## src/rtl/jesd_looback_ctrl_if.sv

```systemverilog
// Control/status bundle for the JESD RX loopback sequencer.
// The master side is software/datapath glue; the slave side is the sequencer.
interface jesd_looback_ctrl_if;
  logic        cfg_loopback_req;
  logic        frame_start;
  logic        dma_in_valid;
  logic        err_clr;
  logic        loop_sel;
  logic        adc_mute;
  logic        busy;
  logic [2:0]  state;
  logic        err_timeout;
  logic        err_starve;
  logic [15:0] switch_cnt;

  modport master (
    output cfg_loopback_req, frame_start, dma_in_valid, err_clr,
    input  loop_sel, adc_mute, busy, state, err_timeout, err_starve, switch_cnt
  );

  modport slave (
    input  cfg_loopback_req, frame_start, dma_in_valid, err_clr,
    output loop_sel, adc_mute, busy, state, err_timeout, err_starve, switch_cnt
  );
endinterface

```

## src/rtl/jesd_looback_ctrl.sv

```systemverilog
// JESD RX-path loopback sequencer (rx_link_clk domain).
// Switches the loopback mux select on a frame boundary and mutes the ADC
// outputs for FLUSH_CYC cycles around every switch so half-built samples from
// the width converter never propagate downstream.
// Optional feature macro: JESD_LOOPBACK_WDOG_EN adds a DMA starvation watchdog
// that forces an exit from loopback and locks out re-entry until the request
// is dropped.
module jesd_looback_ctrl #(
  parameter int FLUSH_CYC = 16,
  parameter int TIMEOUT   = 30720,
  parameter int WDOG_CYC  = 1024
) (
  input  logic                rx_link_clk,
  input  logic                rst,
  jesd_looback_ctrl_if.slave  bus
);

  typedef enum logic [2:0] {
    THRU      = 3'd0,
    ARM_ON    = 3'd1,
    FLUSH_ON  = 3'd2,
    LOOP      = 3'd3,
    ARM_OFF   = 3'd4,
    FLUSH_OFF = 3'd5
  } state_e;

  localparam int            FW         = (FLUSH_CYC > 1) ? $clog2(FLUSH_CYC) : 1;
  localparam logic [FW-1:0] FLUSH_LOAD = FW'(FLUSH_CYC - 1);
  localparam logic [15:0]   TMO_LAST   = 16'(TIMEOUT - 1);

  state_e        state_q, state_d;
  logic [15:0]   wait_q, wait_d;
  logic [FW-1:0] flush_q, flush_d;
  logic [15:0]   switch_q, switch_d;
  logic          err_timeout_q, err_timeout_d;
  logic          loop_sel_q, loop_sel_d;
  logic          adc_mute_q, adc_mute_d;
  logic          busy_q, busy_d;
  logic          timeout_set;
  logic          starve_trip;
  logic          lockout;

`ifdef JESD_LOOPBACK_WDOG_EN
  localparam logic [15:0] WD_LAST = 16'(WDOG_CYC - 1);

  logic [15:0] wd_q, wd_d;
  logic        lockout_q, lockout_d;
  logic        err_starve_q, err_starve_d;

  // Count consecutive idle DMA cycles while looped back; trip at WDOG_CYC.
  always_comb begin
    wd_d         = wd_q;
    starve_trip  = 1'b0;
    lockout_d    = lockout_q;
    err_starve_d = err_starve_q;
    if (state_q != LOOP || bus.dma_in_valid) begin
      wd_d = '0;
    end else if (wd_q == WD_LAST) begin
      starve_trip = 1'b1;
      wd_d        = '0;
    end else begin
      wd_d = wd_q + 16'd1;
    end
    if (starve_trip) begin
      lockout_d = 1'b1;
    end else if (state_q == THRU && !bus.cfg_loopback_req) begin
      lockout_d = 1'b0;
    end
    if (starve_trip) begin
      err_starve_d = 1'b1;
    end else if (bus.err_clr) begin
      err_starve_d = 1'b0;
    end
  end

  // Watchdog, lockout and starvation flag registers.
  always_ff @(posedge rx_link_clk) begin
    if (rst) begin
      wd_q         <= '0;
      lockout_q    <= 1'b0;
      err_starve_q <= 1'b0;
    end else begin
      wd_q         <= wd_d;
      lockout_q    <= lockout_d;
      err_starve_q <= err_starve_d;
    end
  end

  assign lockout        = lockout_q;
  assign bus.err_starve = err_starve_q;
`else
  logic unused_wdog;

  assign starve_trip    = 1'b0;
  assign lockout        = 1'b0;
  assign bus.err_starve = 1'b0;
  assign unused_wdog    = bus.dma_in_valid ^ (WDOG_CYC == 0);
`endif

  // Next-state, timers, switch counter and registered output decode.
  always_comb begin
    state_d     = state_q;
    wait_d      = wait_q;
    flush_d     = flush_q;
    switch_d    = switch_q;
    timeout_set = 1'b0;
    case (state_q)
      THRU: begin
        if (bus.cfg_loopback_req && !lockout) begin
          state_d = ARM_ON;
          wait_d  = '0;
        end
      end
      ARM_ON: begin
        if (bus.frame_start) begin
          state_d = FLUSH_ON;
          flush_d = FLUSH_LOAD;
        end else if (!bus.cfg_loopback_req) begin
          state_d = THRU;
        end else if (wait_q == TMO_LAST) begin
          state_d     = THRU;
          timeout_set = 1'b1;
        end else begin
          wait_d = wait_q + 16'd1;
        end
      end
      FLUSH_ON: begin
        if (flush_q == '0) begin
          state_d  = LOOP;
          switch_d = switch_q + 16'd1;
        end else begin
          flush_d = flush_q - FW'(1);
        end
      end
      LOOP: begin
        if (starve_trip) begin
          state_d = FLUSH_OFF;
          flush_d = FLUSH_LOAD;
        end else if (!bus.cfg_loopback_req) begin
          state_d = ARM_OFF;
          wait_d  = '0;
        end
      end
      ARM_OFF: begin
        if (bus.frame_start) begin
          state_d = FLUSH_OFF;
          flush_d = FLUSH_LOAD;
        end else if (wait_q == TMO_LAST) begin
          state_d     = FLUSH_OFF;
          flush_d     = FLUSH_LOAD;
          timeout_set = 1'b1;
        end else begin
          wait_d = wait_q + 16'd1;
        end
      end
      FLUSH_OFF: begin
        if (flush_q == '0) begin
          state_d = THRU;
        end else begin
          flush_d = flush_q - FW'(1);
        end
      end
      default: begin
        state_d = THRU;
      end
    endcase

    if (timeout_set) begin
      err_timeout_d = 1'b1;
    end else if (bus.err_clr) begin
      err_timeout_d = 1'b0;
    end else begin
      err_timeout_d = err_timeout_q;
    end

    loop_sel_d = (state_d == FLUSH_ON) || (state_d == LOOP) || (state_d == ARM_OFF);
    adc_mute_d = (state_d == FLUSH_ON) || (state_d == FLUSH_OFF);
    busy_d     = (state_d == ARM_ON) || (state_d == FLUSH_ON) ||
                 (state_d == ARM_OFF) || (state_d == FLUSH_OFF);
  end

  // State, timers and glitch-free registered outputs.
  always_ff @(posedge rx_link_clk) begin
    if (rst) begin
      state_q       <= THRU;
      wait_q        <= '0;
      flush_q       <= '0;
      switch_q      <= '0;
      err_timeout_q <= 1'b0;
      loop_sel_q    <= 1'b0;
      adc_mute_q    <= 1'b0;
      busy_q        <= 1'b0;
    end else begin
      state_q       <= state_d;
      wait_q        <= wait_d;
      flush_q       <= flush_d;
      switch_q      <= switch_d;
      err_timeout_q <= err_timeout_d;
      loop_sel_q    <= loop_sel_d;
      adc_mute_q    <= adc_mute_d;
      busy_q        <= busy_d;
    end
  end

  assign bus.loop_sel    = loop_sel_q;
  assign bus.adc_mute    = adc_mute_q;
  assign bus.busy        = busy_q;
  assign bus.state       = state_q;
  assign bus.err_timeout = err_timeout_q;
  assign bus.switch_cnt  = switch_q;

endmodule

```

## src/flat_wrapper.sv

```systemverilog
// flat-port wrapper written by rule: the top's interface ports become plain ports
module jesd_looback_ctrl_flat 
#(
  parameter int FLUSH_CYC = 16,
  parameter int TIMEOUT   = 30720,
  parameter int WDOG_CYC  = 1024
)
  (rx_link_clk, rst, bus_cfg_loopback_req, bus_frame_start, bus_dma_in_valid, bus_err_clr, bus_loop_sel, bus_adc_mute, bus_busy, bus_state, bus_err_timeout, bus_err_starve, bus_switch_cnt);
  jesd_looback_ctrl_if bus_i ();
  input  logic rx_link_clk;
  input  logic rst;
  input wire logic [$bits(bus_i.cfg_loopback_req)-1:0] bus_cfg_loopback_req;
  input wire logic [$bits(bus_i.frame_start)-1:0] bus_frame_start;
  input wire logic [$bits(bus_i.dma_in_valid)-1:0] bus_dma_in_valid;
  input wire logic [$bits(bus_i.err_clr)-1:0] bus_err_clr;
  output wire logic [$bits(bus_i.loop_sel)-1:0] bus_loop_sel;
  output wire logic [$bits(bus_i.adc_mute)-1:0] bus_adc_mute;
  output wire logic [$bits(bus_i.busy)-1:0] bus_busy;
  output wire logic [$bits(bus_i.state)-1:0] bus_state;
  output wire logic [$bits(bus_i.err_timeout)-1:0] bus_err_timeout;
  output wire logic [$bits(bus_i.err_starve)-1:0] bus_err_starve;
  output wire logic [$bits(bus_i.switch_cnt)-1:0] bus_switch_cnt;
  assign bus_i.cfg_loopback_req = bus_cfg_loopback_req;
  assign bus_i.frame_start = bus_frame_start;
  assign bus_i.dma_in_valid = bus_dma_in_valid;
  assign bus_i.err_clr = bus_err_clr;
  assign bus_loop_sel = bus_i.loop_sel;
  assign bus_adc_mute = bus_i.adc_mute;
  assign bus_busy = bus_i.busy;
  assign bus_state = bus_i.state;
  assign bus_err_timeout = bus_i.err_timeout;
  assign bus_err_starve = bus_i.err_starve;
  assign bus_switch_cnt = bus_i.switch_cnt;
  jesd_looback_ctrl #(.FLUSH_CYC(FLUSH_CYC), .TIMEOUT(TIMEOUT), .WDOG_CYC(WDOG_CYC)) u_core (.rx_link_clk(rx_link_clk), .rst(rst), .bus(bus_i));
endmodule
```

## config.mk

```make
export PLATFORM = sky130hd
export DESIGN_NAME = jesd_looback_ctrl_flat
export DESIGN_NICKNAME = d
export VERILOG_FILES = /design/src/rtl/jesd_looback_ctrl_if.sv /design/src/rtl/jesd_looback_ctrl.sv /design/src/flat_wrapper.sv
export SDC_FILE = /design/constraint.sdc
export NUM_CORES = 1
export LEC_CHECK = 0
export ABC_AREA = 1
export CAP_MARGIN = 30
export CORE_MARGIN = 5
export CORE_UTILIZATION = 55
export DETAILED_ROUTE_END_ITERATION = 7
export PLACE_DENSITY = 0.79
export SLEW_MARGIN = 5
export SYNTH_ARGS = -nofsm -noshare
export SYNTH_HDL_FRONTEND = slang
export SYNTH_SLANG_ARGS = --single-unit
```

## constraint.sdc

```tcl
create_clock -name rx_link_clk -period 2.22 [get_ports rx_link_clk]
set_input_delay 0.333 -clock rx_link_clk [delete_from_list [all_inputs] [get_ports rx_link_clk]]
set_output_delay 0.333 -clock rx_link_clk [all_outputs]
set_load 0.005 [all_outputs]
```

==> flow_summary.json, run 1 <==
{
  "synthMuxAreaShare_pct": 0,
  "synthCells": 391,
  "syn2layout_area_growth_pct": 16.8,
  "die-area_um2": 6190,
  "post_synth_num_cell_types": 35,
  "synth_seq_area_share_pct": 33.2,
  "grt_pass1_wl_um": 10300,
  "setup_tns_ps": 0,
  "drt_pass1_iterations": 4,
  "grt_pass1_vias": 2366,
  "die_x_um": 78.7,
  "setup_viol": 0,
  "synthAdderAreaFrac_pct": 1.45,
  "clkPwrFrac_pct": 38.7,
  "hp-class": "register to register",
  "leakage_nw": 1.11,
  "intPower_mw": 1.37,
  "switching_power_mw": 0.512,
  "start_kind": "register",
  "drive_gt1_share_pct": 11.6,
  "first_iter_violations": 118,
  "final_nets": 429,
  "die_h_um": 78.7,
  "clock_skew_ps": 6.43,
  "antenna_found_initial": 0,
  "cts_resized": 0,
  "hold_viol": 0,
  "combPwrFrac_pct": 17.4,
  "antenna_left": 0,
  "n_antenna_cell": 0,
  "maxCapViolations": 0,
  "synth_top_family_by_area": "simple AND/OR/NAND/NOR gates",
  "power-per-cell-area_nw_per_um2": 620,
  "synth_warnings": 0,
  "worstPathRequired_ps": 2400,
  "initial_core_util_pct": 55.7,
  "synthTopCellsByArea": "dfxtp_1, nand2_1, nor2_1, inv_1, nand3_1",
  "port-buffer-count": 27,
  "cts_hold_buf": 0,
  "rows": 25,
  "grt_overflow": 0,
  "synth_compound_area_share_pct": 11.4,
  "critPathKind": "register to register",
  "drc": 0,
  "async_reset_ff_share_pct": 0,
  "status": "finished, final reports clean",
  "synth-xor-area-share_pct": 4.39,
  "maxSlewViolCount": 0,
  "p_total_mw": 1.88,
  "grt_start_max_net_pins": 32,
  "boundaryPins": 30,
  "gp_congestion": 0.938,
  "dp_cells": 467,
  "avgSynthCellArea_um2": 6.63,
  "post_cts_buffers": 0,
  "path_clk_slew_ps": 90,
  "seq_power_share_pct": 43.9,
  "cp.arrival_ps": 2070,
  "synth-edff-count": 0,
  "synth_simple_gate_area_share_pct": 41.0,
  "crit_fanout": 6,
  "h-tree-depth": 2,
  "fin_crit_ps": 1890,
  "clock_sinks": 43,
  "critPathCaptureType": "register",
  "ir_drop_v": 0.000345,
  "hold-worst-slack_ps": 482,
  "viasPerCell": 5.23,
  "period_share_pct": 85.2,
  "synth_top_area_share_pct": 33.2,
  "synth.cell_area_um2": 2590,
  "grt_use_total_pct": 20.2,
  "fmax_ghz": 0.529,
  "clock_latency_ps": 300,
  "root_buffer": "clkbuf_8",
  "clk_path_buf_depth": 2,
  "dp_hpwl_um": 4210,
  "fin_cells": 475,
  "wirelength_um": 5700,
  "postSynthRegisterBits": 43,
  "cts_buffers": 5,
  "vias": 2483,
  "core-area_um2": 4660,
  "syn-num-nets": 400,
  "synthFlopType": "dfxtp_1",
  "sw_frac_of_total_pct": 27.3,
  "tritoncts": "built",
  "rsz0062_at_grt": "false",
  "routedWlPerCell_um": 12.0,
  "synth_top_cell_by_area": "dfxtp_1"
}
==> final cells by class <==
cell class	instances	area, um2
Clock buffer	6	72.6
Tap cell	54	67.6
Inverter	43	161
Multi-Input combinational cell	297	1510
Sequential cell	43	861
Fill cell	444	1630
Clock inverter	2	60.1
Timing Repair Buffer	30	293
==> Yosys cell counts (all sizes together) (2+ instances only) <==
master / instances
and2: 2
xor2: 8
nand2: 110
nand3: 29
a21oi: 35
clkbuf: 3
ha: 3
nand4: 8
xnor2: 5
nor2: 66
nor3: 14
dfxtp: 43
inv: 43
o21ai: 10
buf: 5
==> kinds of logic (layout without fill, tap and decap cells) <==
| family | count (synthesis) | after routing |
|---|---|---|
| xor gates and xnor gates | 13 | 13 |
| AOI/OAI and AO/OA | 48 | 48 |
| other | 1 | 1 |
| adders and majority gates | 3 | 3 |
| DFF | 43 | 43 |
| buffers and inverters | 51 | 81 |
| and+or+nand+nor | 232 | 232 |
==> cells in the final DEF, fill, tap and decap left out, types with 2 or more instances in the layout <==
cell type | synthesis | layout
a21oi_1 | 24 | 24
a21oi_2 | 11 | 11
and2_1 | 2 | 2
buf_4 | 1 | 3
bufinv_16 | 0 | 2
clkbuf_8 | 0 | 5
clkdlybuf4s50_1 | 0 | 27
dfxtp_1 | 43 | 43
ha_1 | 3 | 3
inv_1 | 38 | 38
inv_2 | 5 | 5
nand2_1 | 102 | 102
nand2_2 | 5 | 5
nand2_4 | 3 | 3
nand3_1 | 26 | 26
nand3_2 | 3 | 3
nand4_1 | 8 | 8
nor2_1 | 59 | 59
nor2_2 | 4 | 4
nor2_4 | 3 | 3
nor3_1 | 11 | 11
nor3_2 | 2 | 2
o21ai_0 | 6 | 6
o21ai_1 | 3 | 3
xnor2_1 | 5 | 5
xor2_1 | 8 | 8
==> routing by layer <==
| layer | wire length (um) | global-route usage (%) |
|---|---|---|
| met5 | 0 | 0 |
| met4 | 65 | 6.29 |
| met3 | 185 | 4.01 |
| met2 | 2690 | 35.5 |
| met1 | 2760 | 24.7 |
==> registers in the layout, summed over array words and instances, names as in the netlist <==
register                count
u_core.bus.switch_cnt      16
u_core.flush_q              4
u_core.bus.busy             1
u_core.wait_q              16
u_core.bus.err_timeout      1
u_core.bus.adc_mute         1
u_core.bus.loop_sel         1
u_core.bus.state            3
==> worst max-delay path: stages, from the launching register on <==
cell and delay, ps:
dfxtp_1 320, inv_1 110, ha_1 220, nand2_1 70, nor2_1 150, nand2_1 220
nor3_2 340, nand2_1 110, nor3_1 150, nor3_1 70
==> final timing paths <==
check	from	to	slack, ps	depth (start not counted)
setup / recovery	u_core.flush_q[0]	u_core.bus.switch_cnt[8]	330	9
setup reg to reg	u_core.flush_q[0]	u_core.bus.switch_cnt[8]	330	9
hold reg to reg	u_core.bus.err_timeout	u_core.bus.err_timeout	480	2
hold / removal	u_core.bus.err_timeout	u_core.bus.err_timeout	480	2
==> power groups by stage <==
| stage | clock network (mW) | registers (mW) | logic (mW) |
|---|---|---|---|
| final | 0.727 | 0.824 | 0.327 |
| after global placement | 0 | 0.842 | 0.316 |
| after floorplan | 0 | 0.840 | 0.255 |
| after global routing | 0.778 | 0.830 | 0.362 |
| after detailed placement | 0 | 0.842 | 0.323 |
| after CTS | 0.742 | 0.824 | 0.326 |
==> metrics by stage <==
| step | cell area (um2) | worst slack [ps] | utilization, % |
|---|---|---|---|
| after CTS | 3030 | 337 | 65.0 |
| after floorplan | 2590 | 686 | - |
| after global placement | 2900 | 299 | 62.1 |
| after global routing | 3030 | 119 | 65.0 |
| final | 3030 | 328 | 65.0 |
| after detailed placement | 2900 | 261 | 62.1 |
Note: power is estimated with default switching activity, not from simulation.
==> run 2, diff against run 1 <==
==> constraint.sdc (replaced) <==
create_clock -name rx_link_clk -period 2.22 [get_ports rx_link_clk]
set_input_delay 0.222 -clock rx_link_clk [delete_from_list [all_inputs] [get_ports rx_link_clk]]
set_output_delay 0.222 -clock rx_link_clk [all_outputs]
set_load 0.005 [all_outputs]
==> flow_summary.json, run 2 (synthesis gave the netlist of run 1 again) <==
{
  "status": "finished, final reports clean",
  "n_antenna_cell": 0,
  "antenna_found_initial": 0,
  "reg2reg_from": "u_core.flush_q[0]",
  "start_kind": "register",
  "worst_path_most_repeated_cell": "nand2_1",
  "rows": 25,
  "clock_latency_ps": 300,
  "cp.arrival_ps": 2100,
  "clock_sinks": 43,
  "syn2layout_area_growth_pct": 15.9,
  "cp_cell_sequence": "inv_1 > ha_1 > nand2_1 > nor2_1 > nand2_1 > buf_4 > nor2_2 > nand3_1 > o21ai_1 > a21oi_1",
  "clock_skew_ps": 7.31,
  "worstPathRequired_ps": 2410,
  "gp_congestion": 0.936,
  "path_clk_slew_ps": 80,
  "cpPeakStageDelay_ps": 320,
  "finalCoreUtilization_pct": 64.5,
  "grt_overflow": 0,
  "vias": 2492,
  "min_delay_path_depth": 2,
  "path_buf_inv": 2,
  "multi_input_comb_area_um2": 1520,
  "grt_pass1_wl_um": 10200,
  "tritoncts": "built",
  "initial_core_util_pct": 55.7,
  "final_cell_mix": "nand2_1, nor2_1, dfxtp_1",
  "grt_pass1_vias": 2301,
  "fin_crit_ps": 1910,
  "port-buffer-count": 27,
  "maxCapViolations": 0,
  "core-area_um2": 4660,
  "fillerInstances": 424,
  "routedWlPerCell_um": 12.1,
  "crit_fanout": 8,
  "setup_viol": 0,
  "drive_gt1_share_pct": 11.4,
  "setup_tns_ps": 0,
  "die_x_um": 78.7,
  "die-area_um2": 6190,
  "fmax_ghz": 0.522,
  "cp_slowest_cell": "dfxtp_1",
  "layout_commonest_cell": "nand2_1",
  "critPathKind": "register to register",
  "cts_hold_buf": 0,
  "worstRegToRegCells": 10,
  "clk_path_buf_depth": 2,
  "die_h_um": 78.7,
  "root_buffer": "clkbuf_8",
  "cts_buffers": 5,
  "crit_family": "simple AND/OR/NAND/NOR gates",
  "path_depth": 10,
  "final_nets": 429,
  "power-per-cell-area_nw_per_um2": 579,
  "rsz0062_at_grt": "false",
  "critPathCaptureType": "register",
  "grt_start_max_net_pins": 24,
  "hold-worst-slack_ps": 469,
  "boundaryPins": 30,
  "hp-class": "register to register",
  "placed_cell_area_um2": 2900,
  "drt_pass1_iterations": 4,
  "hold_viol": 0,
  "viasPerCell": 5.26,
  "min_from": "u_core.bus.err_timeout",
  "post-place-ws_ps": 285,
  "period_share_pct": 86.3,
  "first_iter_violations": 136,
  "antenna_left": 0,
  "critPathLaunch": "u_core.flush_q[0]",
  "ir_drop_v": 0.000304,
  "grt_use_total_pct": 20.2,
  "fin_area_um2": 3010,
  "h-tree-depth": 2,
  "leakage_nw": 1.11,
  "seqCellArea_um2": 861,
  "maxSlewViolCount": 0,
  "setup_slack_ps": 305,
  "dp_hpwl_um": 4220,
  "wirelength_um": 5740,
  "drc": 0
}
run 2: changes by cell type in the layout (fill, tap and decap cells not counted), sizes merged:
cell and delta:
bufinv -1
run 2: final timing paths:
path | slack (ps) | end
worst max-delay path | 310 | u_core.bus.switch_cnt[5]
worst min-delay path | 470 | u_core.bus.err_timeout
worst max register to register | 310 | u_core.bus.switch_cnt[5]
worst min register to register | 470 | u_core.bus.err_timeout
run 2: report_power, final:
part	internal (mW)	switching, mW
Sequential	0.800	0.0258
Combinational	0.117	0.210
Clock	0.330	0.258
Total	1.25	0.494
run 2: cell type report:
cell class / count / share of cell area (%)
flip-flops and latches: 43 / 28.6
clock buffers: 6 / 2.41
multi-input cells: 297 / 50.6
well taps: 54 / 2.25
clock inverters: 1 / 0.999
repair buffers: 30 / 9.74
inverters: 43 / 5.37
run 2: tightest hold or removal path: stages, from the launching register on:
cell and delay, ps:
dfxtp_1 320, nand2_1 60, a21oi_1 50
run 2: stage by stage:
stage | total power, mW | instances
after floorplan | 1.09 | 391
after global placement | 1.16 | 467
after detailed placement | 1.17 | 467
after CTS | 1.76 | 474
after global routing | 1.85 | 474
final | 1.74 | 474
run 2: metal layers:
layer  global-route usage (%)  part of all wire, %
met2                     32.5                   46
met3                     4.70                  5.0
met5                        0                    0
met1                     25.4                   47
met4                     9.09                  2.3
run 2: what timing repair did:
action / in CTS / in global routing
resized for setup: 0 / 1
endpoints found under the setup margin: 0 / 1
setup buffers: 0 / 0
==> run 3, diff against run 2 <==
- SETUP_SLACK_MARGIN: default -> 0.2
==> flow_summary.json, run 3 (synthesis gave the netlist of run 1 again) <==
{
  "syn2layout_area_growth_pct": 16.8,
  "worstPathRequired_ps": 2400,
  "maxCapViolations": 0,
  "crit_fanout": 6,
  "seqCellArea_um2": 861,
  "antenna_found_initial": 0,
  "routedWlPerCell_um": 12.0,
  "multi_input_comb_area_um2": 1520,
  "vias": 2492,
  "start_kind": "register",
  "drc": 0,
  "cp.arrival_ps": 2030,
  "die_h_um": 78.7,
  "rsz0062_at_grt": "false",
  "critPathKind": "register to register",
  "gp_congestion": 0.936,
  "core-area_um2": 4660,
  "layout_commonest_cell": "nand2_1",
  "setup_viol": 0,
  "fin_crit_ps": 1850,
  "post-place-ws_ps": 285,
  "cts_buffers": 5,
  "clock_sinks": 43,
  "drt_pass1_iterations": 4,
  "clk_path_buf_depth": 2,
  "n_antenna_cell": 0,
  "grt_pass1_vias": 2301,
  "setup_tns_ps": 0,
  "critPathCaptureType": "register",
  "initial_core_util_pct": 55.7,
  "port-buffer-count": 27,
  "period_share_pct": 83.2,
  "path_clk_slew_ps": 80,
  "leakage_nw": 1.12,
  "maxSlewViolCount": 0,
  "fillerInstances": 419,
  "setup_slack_ps": 373,
  "grt_pass1_wl_um": 10200,
  "hp-class": "register to register",
  "clock_skew_ps": 8.12,
  "first_iter_violations": 140,
  "grt_use_total_pct": 20.2,
  "dp_hpwl_um": 4220,
  "boundaryPins": 30,
  "status": "finished, final reports clean",
  "antenna_left": 0,
  "power-per-cell-area_nw_per_um2": 576,
  "final_cell_mix": "nand2_1, nor2_1, dfxtp_1",
  "h-tree-depth": 2,
  "die-area_um2": 6190,
  "hold_viol": 0,
  "wirelength_um": 5730,
  "final_nets": 432,
  "drive_gt1_share_pct": 12.3,
  "clock_latency_ps": 300,
  "rows": 25,
  "root_buffer": "clkbuf_8",
  "tritoncts": "built",
  "grt_overflow": 0,
  "fmax_ghz": 0.541,
  "viasPerCell": 5.22,
  "grt_start_max_net_pins": 24,
  "die_x_um": 78.7,
  "ir_drop_v": 0.000303
}
## run 3: cell types whose count changed in the layout (fill, tap and decap cells not counted)
| cell | change |
|---|---|
| buf_4 | +3 |
| nand2_2 | +1 |
| nand2_1 | -1 |
## run 3: final timing paths
path	from	endpoint	slack, ps	cells past startpoint
setup reg to reg	u_core.flush_q[0]	u_core.bus.switch_cnt[11]	370	9
hold reg to reg	u_core.bus.err_timeout	u_core.bus.err_timeout	470	2
hold / removal	u_core.bus.err_timeout	u_core.bus.err_timeout	470	2
setup / recovery	u_core.flush_q[0]	u_core.bus.switch_cnt[11]	370	9
## run 3: worst max-delay path, stage by stage, from the launching register on
cell,delay (ps)
dfxtp_1,320
inv_1,120
ha_1,220
nand2_1,70
nor2_1,200
nand2_2,170
buf_4,180
nor3_2,230
and3_1,190
nor3_1,40
## run 3: layout make-up
class	instances	area share (%)
Sequential cell	43	28.4
Timing Repair Buffer	33	10.4
Clock inverter	1	0.991
Inverter	43	5.33
Multi-Input combinational cell	297	50.2
Tap cell	54	2.23
Clock buffer	6	2.39
## run 3: power by group
group	total, mW	switching [mW]	internal (mW)
Combinational	0.330	0.210	0.120
Sequential	0.825	0.0257	0.800
Clock	0.589	0.259	0.330
Total	1.74	0.495	1.25
## run 3: routing by layer
layer | routed length [um] | track usage, % | up-vias
met2 | 2640 | 32.5 | 55
met3 | 256 | 4.70 | 13
li1 | - | - | 1310
met5 | 0 | 0 | -
met1 | 2700 | 25.4 | 1114
met4 | 133 | 9.09 | 0
## run 3: timing repair
item / in CTS / in global routing
hold buffers: 0 / 0
setup endpoints to repair: 0 / 5
setup buffers: 0 / 3
resized for setup: 0 / 2
## run 3: metrics by stage
stage / power (mW) / utilization, % / hold WS, ps / area (um2) / std cells
CTS: 1.76 / 64.3 / 472 / 3000 / 474
finish: 1.74 / 65.0 / 468 / 3030 / 477
floorplan: 1.09 / - / 298 / 2590 / 391
detailed placement: 1.17 / 62.1 / 461 / 2900 / 467
global route: 1.85 / 65.0 / 495 / 3030 / 477
global placement: 1.16 / 62.1 / 449 / 2900 / 467
